--- src/rtl/input_frame_loader.sv ---
// Byte-stream frame loader: unpacks N x N pixel frames into 16-bit input SRAM
// words, each frame preceded by a header word, with a 16'hFFFF terminator.
module input_frame_loader (
    input  logic        clk,
    input  logic        reset_b,
    input  logic        load_start,
    input  logic        load_done,
    input  logic        s_valid,
    output logic        s_ready,
    input  logic [7:0]  s_data,
    output logic        input_sram_write_enable,
    output logic [11:0] input_sram_write_addresss,
    output logic [15:0] input_sram_write_data,
    output logic        busy,
    output logic        error,
    output logic [7:0]  frame_count
);

    localparam logic [2:0] S_IDLE   = 3'd0;
    localparam logic [2:0] S_HDR    = 3'd1;
    localparam logic [2:0] S_PIX_HI = 3'd2;
    localparam logic [2:0] S_PIX_LO = 3'd3;
    localparam logic [2:0] S_TERM   = 3'd4;

    logic [2:0]  state_q, state_d;
    logic [11:0] ptr_q, ptr_d;
    logic [11:0] cnt_q, cnt_d;
    logic [7:0]  held_q, held_d;
    logic        pend_q, pend_d;
    logic        we_q, we_d;
    logic [11:0] waddr_q, waddr_d;
    logic [15:0] wdata_q, wdata_d;
    logic        busy_q, busy_d;
    logic        error_q, error_d;
    logic [7:0]  fcnt_q, fcnt_d;

    logic        rdy;
    logic        accept;
    logic [15:0] n_sq;
    logic [15:0] need;
    logic        hdr_ok;

    // Ready depends on registered state only, never on s_valid.
    assign rdy = ((state_q == S_HDR) && !pend_q)
              || (state_q == S_PIX_HI)
              || (state_q == S_PIX_LO);
    assign accept = s_valid && rdy;

    // Frame must leave room for its header, pixels and the terminator.
    // An odd N always gives an odd square, so bit 0 doubles as parity check.
    assign n_sq   = {8'd0, s_data} * {8'd0, s_data};
    assign need   = {4'd0, ptr_q} + {1'b0, n_sq[15:1]} + 16'd2;
    assign hdr_ok = !n_sq[0] && (s_data >= 8'd4) && (s_data <= 8'd64)
                 && (need <= 16'd4096);

    always_comb begin
        state_d = state_q;
        ptr_d   = ptr_q;
        cnt_d   = cnt_q;
        held_d  = held_q;
        pend_d  = pend_q;
        we_d    = 1'b0;
        waddr_d = waddr_q;
        wdata_d = wdata_q;
        busy_d  = busy_q;
        error_d = error_q;
        fcnt_d  = fcnt_q;
        unique case (state_q)
            S_IDLE: begin
                if (load_start) begin
                    state_d = S_HDR;
                    ptr_d   = 12'd0;
                    error_d = 1'b0;
                    fcnt_d  = 8'd0;
                    busy_d  = 1'b1;
                    pend_d  = 1'b0;
                end
            end
            S_HDR: begin
                if (pend_q) begin
                    state_d = S_TERM;
                    pend_d  = 1'b0;
                end else if (accept) begin
                    if (load_done) pend_d = 1'b1;
                    if (hdr_ok) begin
                        we_d    = 1'b1;
                        waddr_d = ptr_q;
                        wdata_d = {9'd0, s_data[6:0]};
                        ptr_d   = ptr_q + 12'd1;
                        cnt_d   = n_sq[12:1];
                        state_d = S_PIX_HI;
                    end else begin
                        error_d = 1'b1;
                    end
                end else if (load_done) begin
                    state_d = S_TERM;
                end
            end
            S_PIX_HI: begin
                if (load_done) pend_d = 1'b1;
                if (accept) begin
                    held_d  = s_data;
                    state_d = S_PIX_LO;
                end
            end
            S_PIX_LO: begin
                if (load_done) pend_d = 1'b1;
                if (accept) begin
                    we_d    = 1'b1;
                    waddr_d = ptr_q;
                    wdata_d = {held_q, s_data};
                    ptr_d   = ptr_q + 12'd1;
                    cnt_d   = cnt_q - 12'd1;
                    if (cnt_q == 12'd1) begin
                        if (fcnt_q != 8'hFF) fcnt_d = fcnt_q + 8'd1;
                        state_d = S_HDR;
                    end else begin
                        state_d = S_PIX_HI;
                    end
                end
            end
            S_TERM: begin
                we_d    = 1'b1;
                waddr_d = ptr_q;
                wdata_d = 16'hFFFF;
                busy_d  = 1'b0;
                state_d = S_IDLE;
            end
            default: begin
                state_d = S_IDLE;
                busy_d  = 1'b0;
            end
        endcase
    end

    always_ff @(posedge clk or negedge reset_b) begin
        if (!reset_b) begin
            state_q <= S_IDLE;
            ptr_q   <= 12'd0;
            cnt_q   <= 12'd0;
            held_q  <= 8'd0;
            pend_q  <= 1'b0;
            we_q    <= 1'b0;
            waddr_q <= 12'd0;
            wdata_q <= 16'd0;
            busy_q  <= 1'b0;
            error_q <= 1'b0;
            fcnt_q  <= 8'd0;
        end else begin
            state_q <= state_d;
            ptr_q   <= ptr_d;
            cnt_q   <= cnt_d;
            held_q  <= held_d;
            pend_q  <= pend_d;
            we_q    <= we_d;
            waddr_q <= waddr_d;
            wdata_q <= wdata_d;
            busy_q  <= busy_d;
            error_q <= error_d;
            fcnt_q  <= fcnt_d;
        end
    end

    assign s_ready                   = rdy;
    assign input_sram_write_enable   = we_q;
    assign input_sram_write_addresss = waddr_q;
    assign input_sram_write_data     = wdata_q;
    assign busy                      = busy_q;
    assign error                     = error_q;
    assign frame_count               = fcnt_q;

endmodule

--- config.mk ---
export PLATFORM = sky130hd
export DESIGN_NAME = input_frame_loader
export DESIGN_NICKNAME = d
export VERILOG_FILES = /design/src/rtl/input_frame_loader.sv
export SDC_FILE = /design/constraint.sdc
export NUM_CORES = 1
export LEC_CHECK = 0
export CAP_MARGIN = 20
export CORE_MARGIN = 5
export CORE_UTILIZATION = 35
export DETAILED_ROUTE_END_ITERATION = 6
export SLEW_MARGIN = 10
export SYNTH_ARGS = -nofsm -noshare
export SYNTH_HDL_FRONTEND = slang
export SYNTH_SLANG_ARGS = --single-unit
--- constraint.sdc ---
create_clock -name clk -period 5.97 [get_ports clk]
set_input_delay 1.4925 -clock clk [delete_from_list [all_inputs] [get_ports clk]]
set_output_delay 1.4925 -clock clk [all_outputs]
set_load 0.01 [all_outputs]
==> results.toml <==
[hold_path]
hold_end = "input_sram_write_addresss[0]$_DFFE_PN0P_"
min-delay-start = "input_sram_write_addresss[0]$_DFFE_PN0P_"
hold_depth = 1
hp-class = "reg -> reg"

[placement]
dp_cells = 984
portBuffers = 52
gp_congestion = 0.864
dp_hpwl_um = 12000

[timing]
fmax_mhz = 141
hold_violations = 0
max_slew_margin_pct = 36.9
period_share_pct = 119
worst_slack_ns = -1.15
final_max_slew_viol_count = 0
setup_tns_ns = -60.93
finalClockSkew_ns = 0.00685
rsz0062_at_grt = "yes"
finalSetupViolCount = 56
post-route-min-period_ns = 7.12
worst_pin_slew_ns = 0.938

[global_routing]
grtUsageMet1_pct = 22.1
grt_pass1_wl_um = 28100
overflow = 0
grt_use_met2_pct = 29.1
grtUsageTotal_pct = 17.3
grt.busiest_layer = "met2"
antenna_found_initial = 0
grt_pass1_vias = 5778
grt_use_met3_pct = 2.68
grt_start_max_net_pins = 76

[worst_setup_path]
arrival_ns = 7.34
cp_max_fo = 8
cp-end-kind = "flip-flop"
r2r-end = "input_sram_write_data[8]$_DFFE_PN0P_"
reg2reg_from = "ptr_q[2]$_DFFE_PN0P_"
start_kind = "input pin"
rrSetupSlack_ns = 2.10
required_ns = 6.19
crit_type = "in -> reg"
reg2reg_depth = 14

[die]
die_h_um = 141
start_util_pct = 35.2
die_width_um = 141
core-area_sq_um = 17100
dieArea_sq_um = 19900
rows = 48
num_io_pins = 53

[clocking]
hold_buffers = 0
cts_buffers = 9
cts_max_path_buffers = 2
root_buffer = "clkbuf_16"
cts_sinks = 75
cts_tree = "done"
cts_max_level = 3
clk_latency_ns = 0.35
clk_pin_slew_ns = 0.06

[run]
drv_cap = 0

[synth]
yosysWarnings = 0
syn_area_sq_um = 6020
synthesis.instances = 653
yosysUniqueCellTypes = 58
synth-edff-count = 0
syn-num-nets = 747
synth_seq_cells = 75
async_flop_share_pct = 100
ys_seq_area_share_pct = 31.2
post_synth.cell_area_avg_sq_um = 9.22
yosys_most_used_dff = "dfrtp_1"

[power_and_ir_drop]
ir_drop_uv = 212
leakagePower_nw = 3.91
powerDensity_nw_per_um2 = 462
finalPower_mw = 3.94

[outcome]
violations = "setup timing"
status = "finished, violations left"

[cells_and_area]
final_cells = 1021
antenna_cells = 0
fin_nets = 886
finalCoreUtilization_pct = 49.9
areaGrowthSynthToFinish_pct = 41.9
layout-drive-gt1-share_pct = 30.5

[detailed_routing]
viasPerCell = 5.25
routed_wl_um = 16900
drc_errors = 0
dr_total_vias = 5363
drt_iter0_drc = 395
dr.pass1.iters = 5
ant_nets = 0
detail_route.wl_per_cell_um = 16.5
## area by class of cell
| cell class | instances | area [sq um] |
|---|---|---|
| fill | 1565 | 8570 |
| multi-input combinational | 470 | 4310 |
| sequential | 75 | 1880 |
| timing repair buffer | 158 | 1490 |
| inverter | 78 | 295 |
| tap | 225 | 282 |
| clock buffer | 11 | 233 |
| clock inverter | 4 | 52.6 |
## worst max-delay path by stage
stage,start,cells after the start,slack [ns],to
floorplan,s_data[1],26,-1.32,input_sram_write_addresss[10]$_DFFE_PN0P_
global placement,s_data[2],28,-2.05,input_sram_write_data[15]$_DFFE_PN0P_
detailed placement,s_data[2],27,-2.21,input_sram_write_data[4]$_DFFE_PN0P_
CTS,s_data[2],27,-1.13,input_sram_write_addresss[8]$_DFFE_PN0P_
global route,s_data[2],28,-1.40,input_sram_write_data[8]$_DFFE_PN0P_
finish,s_data[2],26,-1.15,input_sram_write_data[8]$_DFFE_PN0P_
## metal layers
metal	share of wire, %	wire length (um)
met1	44	7470
met2	50	8370
met3	3.8	642
met4	2.4	405
met5	0	0
## cells by family after synthesis
logic type	share of synthesized area, %
mux	6.92
compound gates	15.7
flops	31.2
buf+inv	7.11
xor+xnor	2.91
fa+ha+maj	19.9
simple gates	16.3
## through the flow
stage	setup WS [ns]	hold slack [ns]	instance area [sq um]
2_1_floorplan	-1.32	0.467	6310
3_3_place_gp	-2.05	0.469	7540
3_5_place_dp	-2.21	0.481	7540
4_1_cts	-1.13	0.512	8280
5_1_grt	-1.40	0.533	8540
6_report	-1.15	0.510	8540
## registers in the layout, indices dropped and copies added (netlist names)
name and cells:
held_q 8, state_q 3, input_sram_write_enable 1, busy 1
cnt_q 12, frame_count 8, pend_q 1, ptr_q 12
input_sram_write_data 16, error 1, input_sram_write_addresss 12
## critical path, stage by stage
cell and delay (ns):
buf_12 0.11, and2_4 0.16, fa_1 0.50, fa_1 0.52, inv_1 0.05, fa_1 0.45
fa_1 0.53, inv_2 0.05, ha_4 0.22, buf_4 0.12, buf_4 0.13, xnor2_1 0.33
ha_1 0.30, ha_1 0.35, nor2_1 0.09, o21ai_0 0.08, o21a_2 0.17, buf_4 0.15
a311oi_2 0.28, o41ai_2 0.09, buf_4 0.15, and3_4 0.17, a211o_4 0.38, buf_8 0.16
buf_16 0.15, mux2i_2 0.15
## synth_stat cells (2+ instances only)
cell       instances  area (sq um)
a311oi_1           2          17.5
nor2_1            51           191
ha_1              56           701
o22a_1             3          26.3
a2bb2oi_1          5          43.8
o21bai_1           6          45.0
a221o_1            2          20.0
o21ai_0           22           110
nor4b_1            8          70.1
a21o_1             6          45.0
nand4_1            5          31.3
and2_1            23           144
o31ai_1            9          67.6
a22oi_1            3          22.5
a211o_1            7          61.3
and3_1            10          62.6
a31oi_1            7          43.8
buf_6              2          22.5
nor3_1            16          80.1
mux2_1            13           146
clkbuf_1          24          90.1
xnor2_1           16           140
o22ai_1            4          25.0
mux2_2             8          90.1
or2_2              3          18.8
nor4_1            13          81.3
nand2_1           26          97.6
inv_1             78           293
buf_2              3          15.0
o21ai_1           13          65.1
nor2b_1            2          12.5
dfrtp_1           75          1880
a21oi_1           41           205
mux2i_1           18           180
fa_1              25           500
a211oi_2           2          25.0
or3_1              2          12.5
nand3_1           12          60.1
xor2_1             4          35.0
nand2b_1           9          56.3
a211oi_1           2          15.0
## report_power, final
| group | leakage [nW] | switching (mW) | internal, mW | total, mW |
|---|---|---|---|---|
| Sequential | 0.973 | 0.150 | 0.662 | 0.812 |
| Combinational | 2.79 | 1.26 | 1.33 | 2.59 |
| Clock | 0.140 | 0.215 | 0.322 | 0.537 |
| Total | 3.91 | 1.63 | 2.31 | 3.94 |
## placed cells by master (no fill, tap or decap), types with 5 or more instances in the layout
| master | count |
|---|---|
| nand2b_1 | 9 |
| ha_1 | 46 |
| nand3_1 | 11 |
| o21ai_2 | 10 |
| o31ai_1 | 5 |
| buf_4 | 91 |
| nor3_1 | 10 |
| nor4_2 | 5 |
| mux2_2 | 8 |
| ha_4 | 10 |
| and3_1 | 10 |
| nor4_1 | 6 |
| dfrtp_1 | 75 |
| xnor2_1 | 14 |
| a21oi_2 | 5 |
| a21o_1 | 6 |
| clkdlybuf4s50_1 | 43 |
| inv_1 | 74 |
| a31oi_1 | 5 |
| and2_4 | 6 |
| nor2_1 | 47 |
| clkbuf_16 | 11 |
| a21oi_1 | 34 |
| buf_6 | 12 |
| o21ai_1 | 5 |
| nand2_1 | 25 |
| mux2_4 | 13 |
| o21ai_0 | 20 |
| a211o_1 | 6 |
| and2_1 | 17 |
| fa_1 | 24 |
| nand4_1 | 5 |
| o21bai_1 | 5 |
| mux2i_1 | 17 |
## timing repair
action | in CTS | in global routing
setup buffers | 10 | 8
cloned | 3 | 1
gates resized for setup | 109 | 33
pin swaps | 27 | 17
endpoints found under the setup margin | 56 | 56
No activity file was read; power rests on OpenSTA's default activity.
